File: src/rtl/wb_port_arbiter.sv
// wb_port_arbiter
//   Shares the register-file write port between the in-order pipeline
//   write-back path and a long-latency external unit. The pipeline always
//   wins. External results wait in a small FIFO and retire in the idle
//   write-back slots. If the FIFO stays blocked for too long, a one-slot
//   pipeline stall is requested so that buffered results always retire.
//   All regfile-side outputs are registered.
//
//   Optional build macro: WB_ARB_BYPASS_EN
//     If it is defined, an external result that arrives while the FIFO is
//     empty and the pipeline is idle goes straight to the outputs, so it
//     retires with 1-cycle latency.
//
//   state   | meaning
//   --------+---------------------------------------------------------
//   S_NORM  | normal arbitration; blocked cycles counted toward starvation
//   S_STALL | stall_pipe asserted until an external entry is granted
module wb_port_arbiter #(
  parameter int DEPTH        = 4,
  parameter int STARVE_LIMIT = 8,
  parameter int DATA_W       = 32,
  parameter int ADDR_W       = 5
) (
  input  logic                         clk,
  input  logic                         reset,
  input  logic                         pipe_we,
  input  logic [ADDR_W-1:0]            pipe_addr,
  input  logic [DATA_W-1:0]            pipe_data,
  input  logic                         ext_valid,
  output logic                         ext_ready,
  input  logic [ADDR_W-1:0]            ext_addr,
  input  logic [DATA_W-1:0]            ext_data,
  output logic                         stall_pipe,
  output logic [ADDR_W-1:0]            reg_write_addr,
  output logic [DATA_W-1:0]            reg_write_data,
  output logic                         reg_write_enable,
  output logic                         wb_src,
  output logic [$clog2(DEPTH+1)-1:0]   fifo_count
);

  localparam int PTR_W = $clog2(DEPTH);
  localparam int CNT_W = $clog2(DEPTH+1);
  localparam int STV_W = $clog2(STARVE_LIMIT+1);

  localparam logic [0:0] S_NORM  = 1'b0;
  localparam logic [0:0] S_STALL = 1'b1;

  logic [ADDR_W-1:0] mem_addr [DEPTH];
  logic [DATA_W-1:0] mem_data [DEPTH];

  logic [PTR_W-1:0]  wr_ptr_q, wr_ptr_d;
  logic [PTR_W-1:0]  rd_ptr_q, rd_ptr_d;
  logic [CNT_W-1:0]  count_q, count_d;
  logic [STV_W-1:0]  starve_q, starve_d;
  logic [0:0]        state_q, state_d;

  logic [ADDR_W-1:0] addr_q, addr_d;
  logic [DATA_W-1:0] data_q, data_d;
  logic              en_q, en_d;
  logic              src_q, src_d;

  logic              empty, full;
  logic              pipe_req, grant_ext, bypass, push, pop, blocked;
  logic [ADDR_W-1:0] head_addr;
  logic [DATA_W-1:0] head_data;

  assign empty     = (count_q == '0);
  assign full      = (count_q == CNT_W'(DEPTH));
  assign pipe_req  = pipe_we && (pipe_addr != '0);
  assign grant_ext = !pipe_req && !empty;
  assign blocked   = pipe_req && !empty;
  assign head_addr = mem_addr[rd_ptr_q];
  assign head_data = mem_data[rd_ptr_q];

`ifdef WB_ARB_BYPASS_EN
  assign bypass = empty && !pipe_req && ext_valid;
`else
  assign bypass = 1'b0;
`endif

  // Ready depends only on the registered count, so a pop in the same
  // cycle never lets a full FIFO accept a new entry.
  assign ext_ready = !full;
  assign push      = ext_valid && ext_ready && !bypass;
  assign pop       = grant_ext;

  assign stall_pipe       = (state_q == S_STALL);
  assign reg_write_addr   = addr_q;
  assign reg_write_data   = data_q;
  assign reg_write_enable = en_q;
  assign wb_src           = src_q;
  assign fifo_count       = count_q;

  // FIFO pointer and occupancy next-state
  always_comb begin
    wr_ptr_d = wr_ptr_q;
    rd_ptr_d = rd_ptr_q;
    count_d  = count_q;
    if (push) wr_ptr_d = wr_ptr_q + PTR_W'(1);
    if (pop)  rd_ptr_d = rd_ptr_q + PTR_W'(1);
    case ({push, pop})
      2'b10:   count_d = count_q + CNT_W'(1);
      2'b01:   count_d = count_q - CNT_W'(1);
      default: count_d = count_q;
    endcase
  end

  // Grant selection for the registered write port
  always_comb begin
    addr_d = addr_q;
    data_d = data_q;
    src_d  = src_q;
    en_d   = 1'b0;
    if (pipe_req) begin
      addr_d = pipe_addr;
      data_d = pipe_data;
      src_d  = 1'b0;
      en_d   = 1'b1;
    end else if (grant_ext) begin
      // An x0 entry is consumed but never written.
      addr_d = head_addr;
      data_d = head_data;
      src_d  = 1'b1;
      en_d   = (head_addr != '0);
    end else if (bypass) begin
      addr_d = ext_addr;
      data_d = ext_data;
      src_d  = 1'b1;
      en_d   = (ext_addr != '0);
    end
  end

  // Starvation tracking: count blocked cycles, stall at the limit
  always_comb begin
    state_d  = state_q;
    starve_d = starve_q;
    if (grant_ext || bypass) begin
      state_d  = S_NORM;
      starve_d = '0;
    end else if (blocked && (state_q == S_NORM)) begin
      if (starve_q == STV_W'(STARVE_LIMIT-1)) state_d = S_STALL;
      else                                     starve_d = starve_q + STV_W'(1);
    end
  end

  // FIFO storage; contents need no reset because the pointers are cleared
  always_ff @(posedge clk) begin
    if (push) begin
      mem_addr[wr_ptr_q] <= ext_addr;
      mem_data[wr_ptr_q] <= ext_data;
    end
  end

  // State, pointer and output registers with synchronous active-low reset
  always_ff @(posedge clk) begin
    if (!reset) begin
      wr_ptr_q <= '0;
      rd_ptr_q <= '0;
      count_q  <= '0;
      starve_q <= '0;
      state_q  <= S_NORM;
      addr_q   <= '0;
      data_q   <= '0;
      en_q     <= 1'b0;
      src_q    <= 1'b0;
    end else begin
      wr_ptr_q <= wr_ptr_d;
      rd_ptr_q <= rd_ptr_d;
      count_q  <= count_d;
      starve_q <= starve_d;
      state_q  <= state_d;
      addr_q   <= addr_d;
      data_q   <= data_d;
      en_q     <= en_d;
      src_q    <= src_d;
    end
  end

endmodule

File: config.mk
export PLATFORM = sky130hd
export DESIGN_NAME = wb_port_arbiter
export DESIGN_NICKNAME = d
export VERILOG_FILES = /design/src/rtl/wb_port_arbiter.sv
export SDC_FILE = /design/constraint.sdc
export NUM_CORES = 1
export LEC_CHECK = 0
export CORE_ASPECT_RATIO = 1.4
export CORE_UTILIZATION = 57
export CTS_BUF_LIST = sky130_fd_sc_hd__clkbuf_16
export DETAILED_ROUTE_END_ITERATION = 8
export GPL_TIMING_DRIVEN = 0
export PLACE_DENSITY = 0.84
export SETUP_SLACK_MARGIN = 0.5
export SYNTH_ARGS = -nofsm -noshare
export SYNTH_HDL_FRONTEND = slang
export SYNTH_SLANG_ARGS = --single-unit
File: constraint.sdc
create_clock -name clk -period 8 [get_ports clk]
set_input_delay 1.6 -clock clk [delete_from_list [all_inputs] [get_ports clk]]
set_output_delay 1.6 -clock clk [all_outputs]
set_load 0.005 [all_outputs]
==> Word level (Yosys, flattened, before mapping) <==
Memories as Yosys holds them, arrays and structs flattened. A register that Yosys moved wholly into a read port is not among the register bits.
Index checks and enable logic that the tools add are counted.
{ "word_totals": {"reg_bits": 51, "mem_bits_rw": 148, "input_bits": 78, "output_inout_bits": 44, "elab_cells": 53, "mem_count": 2} }
{ "classes": {"n_addsub": 5, "n_eq_ne": 4, "n_mux": 13, "bitwise": 3, "n_reduce_logical": 17} }
{ "memory_table": {"columns": ["memory", "words", "word_bits", "rd", "rd_clocked_by_memory_dff", "wr", "line", "rtl"], "rows": [
  ["mem_data", 4, 32, 1, 1, 1, "49", "logic [DATA_W-1:0] mem_data [DEPTH];"],
  ["mem_addr", 4, 5, 1, 1, 1, "48", "logic [ADDR_W-1:0] mem_addr [DEPTH];"]
]} }
{ "op_table": {"columns": ["op", "count"], "rows": [
  ["32-bit two-way mux", 2],
  ["5-bit two-way mux", 2],
  ["5-bit nonzero test", 2],
  ["2-bit two-way mux", 4],
  ["3-bit case mux with 2 select lines", 1],
  ["1-bit logical AND", 5],
  ["2-bit by 1-bit adder with 2-bit output (second input constant)", 2],
  ["4-bit by 1-bit adder with 4-bit output (second input constant)", 1],
  ["4-bit by 3-bit equality test with 1-bit output (second input constant)", 1],
  ["1-bit two-way mux", 4],
  ["2-bit AND reduction", 2],
  ["2-bit nonzero test", 2],
  ["2-bit OR reduction", 2],
  ["3-bit by 1-bit adder with 3-bit output (second input constant)", 1],
  ["3-bit equality test (second input constant)", 1],
  ["1-bit zero test", 3],
  ["3-bit zero test", 1],
  ["1-bit inverter", 3],
  ["3-bit by 1-bit subtractor with 3-bit output (second input constant)", 1],
  ["2-bit by 1-bit equality test with 1-bit output (second input constant)", 1],
  ["2-bit equality test (second input constant)", 1]
]} }

==> Longest topological paths before layout <==
{ "logic_depth": {"depth_word": 6, "mapped_depth": 11, "depth_no_buf": 9} }

==> Least setup slack after synthesis <==
Ideal clock, no wire load.
{ "synth_path": {"kind": "input to register", "startpoint": "input port pipe_addr[1]", "endpoint": "register count_q[2], in the netlist fifo_count[2]", "setup_ps": 76, "arrival_ps": 3890, "path_slack_ps": 4034, "stages": 11, "path_buffers": 2, "path_cell_list": "or4_4 > o21a_1 > buf_2 > clkbuf_1 > nor2_1 > ha_1 > inv_1 > fa_1 > xor2_1 > or3_1 > a21boi_0"} }
{ "synth_via": {"elab_chain_cells": 6} }
{ "synth_lines": {"columns": ["element", "line", "rtl"], "rows": [
  ["from (decl)", "27", "input logic [ADDR_W-1:0] pipe_addr,"],
  ["5-bit nonzero test *", "69", "assign pipe_req = pipe_we && (pipe_addr != '0);"],
  ["1-bit logical AND *", "69", null],
  ["1-bit zero test *", "70", "assign grant_ext = !pipe_req && !empty;"],
  ["1-bit logical AND *", "70", null],
  ["via grant_ext", "63", "logic pipe_req, grant_ext, bypass, push, pop, blocked;"],
  ["2-bit by 1-bit equality test with 1-bit output or 2-bit equality test (tied branches)", "101", "case ({push, pop})"],
  ["3-bit case mux with 2 select lines or 2-bit nonzero test (tied branches)", null, null],
  ["to (signal assigned)", "169", "count_q <= count_d;"],
  ["to (decl)", "53", "logic [CNT_W-1:0] count_q, count_d;"]
]} }
The timed path passes the listed nets; every way through them passes the cells marked *.
A chain may end at the register's enable or synchronous reset.

==> Worst setup path in the final report <==
Same ends and word-level chain as after synthesis.

==> metrics.txt <==
Max clock buf depth=3; clock latency of the later-clocked register in the worst-skew pair=0.48 ns; initial antenna violation count=0; die span in x=99.9 um; number of setup violations in the final report=0; most area-consuming cells after synthesis=edfxtp_1, dfxtp_1, mux4_2, a21oi_1, o21ai_0; number of buffers inserted by hold repair at cts=0; number of clock buffers inserted by TritonCTS=19; Yosys reg bits=201; first-pass iteration count of the detailed router=6; routed vias=4916; critical path class=input pin to flop; highest-count cells in the layout ignoring fill and taps=edfxtp_1, clkdlybuf4s50_1, a21oi_1; type of the most critical hold path=flop to flop; Die Y=139 um; Top Ports=122; met2 layer usage reported by global route=0.466; routed length per placed instance=21.5 um; total length of routed wires=17.7 mm; Final HPWL DP=11.8 mm; post-place setup slack=3.21 ns; last weighted congestion value of the routability-driven placer=0.814; IR Drop Worst-Case VDD=178 uV; gr busiest metal=met2; Die ar.=13900 um2; TritonCTS sink count=201; number of max-slew violations in the final report=0; final-report hold violation count=0; I/O Buffers=121; GR met1 Demand/Resource=0.319; transition time at the pin with the least slew margin=0.682 ns; setup clock skew after layout=0.0204 ns; power density over cell area=304 nW/um2; total power consumption of the routed design=2980 uW; area overhead of the layout relative to synthesis=28.3%; max capacitance violation total=0; area share of the largest cell type after synthesis=0.581; final net count=721; crit path max fanout=10; standard-cell row count=49; Synthesis Warnings=0; slowest cell on the critical path=or4_4; outcome=complete, no violations; setup tns final=0 ns; endpoint arrival time on the critical path=4.72 ns; grt total ovfl=0; startpoint class of the critical path=input pin; period utilization=0.540; clock transition at the register clock pins on the worst setup and hold paths after CTS=0.06 ns; cells resized by post-CTS repair=0; mean instance size in the synthesized netlist=15.6 um2; global-route met3 utilization=0.0363; ordered cell list for the critical path=clkdlybuf4s50_1, or4_4, o21a_1, buf_2, clkbuf_1, nor2_1, ha_1, inv_1, fa_1, xor2_1, or3_1, a21boi_0; worst slew margin relative to its limit=0.545; Post-Syn Nets=575; cell area after placement=9170 um2; critical path's largest stage delay=0.56 ns; maximum number of pins on one net before global-route repair=36; required time of the critical path=8.40 ns; clock root cell=clkbuf_16; Seq/Total Area, Yosys=0.719; Netlist Area Pre-Place=7650 um2; highest clock rate=232 MHz; Min Hold Slack=0.487 ns; drt initial violations=257; post-layout minimum cycle time=4.32 ns; vias in the first global route=5229; family with the most delay on the worst path=simple AND/OR/NAND/NOR gates; final worst slack=3.68 ns; total inserted antenna cells=0; # Post-CTS Setup Buffers=0; floorplan core area=13000 um2; gr usage total=0.266; capturing element type of the critical path=flop; initial core utilization=0.589; Distinct cells, synth=35; share of post-route cells with drive strength above 1=0.134; Static Leak=0.00328 uW; via density per instance=5.95; clock tree from TritonCTS=built; Post-Layout Inst Area=9820 um2; DRC errors left=0; global-route wire length before repair=27.6 mm; Worst Path Buf+Inv=4; Gate Count Post-Synth=490; residual antenna-violating net count after detailed routing=0; most frequent standard cell in the layout excluding fill and tap cells=edfxtp_1; RSZ-0062 raised after global routing=false; cell type with the largest total area after synthesis=edfxtp_1; H-tree lvl count=1
==> per-stage QoR <==
stage          cells   util
4_1_cts          826  0.756
6_report         826  0.756
5_1_grt          826  0.756
3_3_place_gp     789  0.699
3_5_place_dp     793  0.706
2_1_floorplan    490      -
==> metal layers <==
layer	share of wire	up-vias
met4	0.044	0
met2	0.53	240
met3	0.064	58
met5	0	-
li1	-	2176
met1	0.36	2442
==> cell usage after synthesis (all sizes together) <==
master / count
nor4: 1
clkbuf: 21
nor2: 5
and2: 4
nor3: 3
a41oi: 1
edfxtp: 148
nand2: 41
o2111ai: 1
a21oi: 74
or4: 2
or3b: 1
a32oi: 2
dfxtp: 53
nand2b: 1
mux4: 37
and3: 4
buf: 10
xor2: 1
nand3: 4
ha: 6
or3: 4
a21boi: 6
o21ai: 44
o21ba: 1
fa: 1
mux2i: 1
inv: 8
xnor2: 2
o21a: 2
nor3b: 1
==> path summary, 6_finish.rpt <==
| kind | start | to | slack, ns | depth (start not counted) |
|---|---|---|---|---|
| worst max-delay path | pipe_addr[1] | fifo_count[2]$_SDFFE_PN0P_ | 3.68 | 12 |
| worst min-delay path | rd_ptr_q[1]$_SDFFE_PN0P_ | rd_ptr_q[1]$_SDFFE_PN0P_ | 0.49 | 2 |
| worst max register to register | fifo_count[0]$_SDFFE_PN0P_ | fifo_count[2]$_SDFFE_PN0P_ | 5.33 | 9 |
| worst min register to register | rd_ptr_q[1]$_SDFFE_PN0P_ | rd_ptr_q[1]$_SDFFE_PN0P_ | 0.49 | 2 |
==> flip-flops by register name, summed over array words and instances, names as in the netlist, named ones only <==
name / count
reg_write_addr: 5
mem_data: 128
fifo_count: 3
mem_addr: 20
wb_src: 1
stall_pipe: 1
reg_write_data: 32
wr_ptr_q: 2
rd_ptr_q: 2
reg_write_enable: 1
starve_q: 4
==> where the power goes <==
part	total (uW)	leakage (uW)	internal, uW	switching (uW)
sequential	1320	0.00180	1260	56.7
clock	934	0.000321	564	370
combinational	731	0.00116	342	389
==> area by class of cell <==
cell class              instances  area, um2
clock buffers                  19        475
multi-input cells             250       2000
plain buffers                  31        128
clock inverters                14        173
flip-flops and latches        201       5510
well taps                     178        223
repair buffers                125       1290
fillers                       801       3180
inverters                       8       30.0
==> tightest hold or removal path, cell delays in order (launching register included) <==
cell	delay [ns]
dfxtp_1	0.31
nand2_1	0.05
mux2i_1	0.07
==> logic make-up (layout without fill, tap and decap cells) <==
family / count (synthesis) / after routing / synth area share
buf+inv: 39 / 197 / 0.0206
fa+ha+maj: 7 / 7 / 0.0124
xor+xnor: 3 / 3 / 0.00343
compound gates: 131 / 131 / 0.0909
mux: 38 / 38 / 0.110
simple gates: 71 / 71 / 0.0432
flops: 201 / 201 / 0.719
Note: power is estimated with default switching activity, not from simulation.
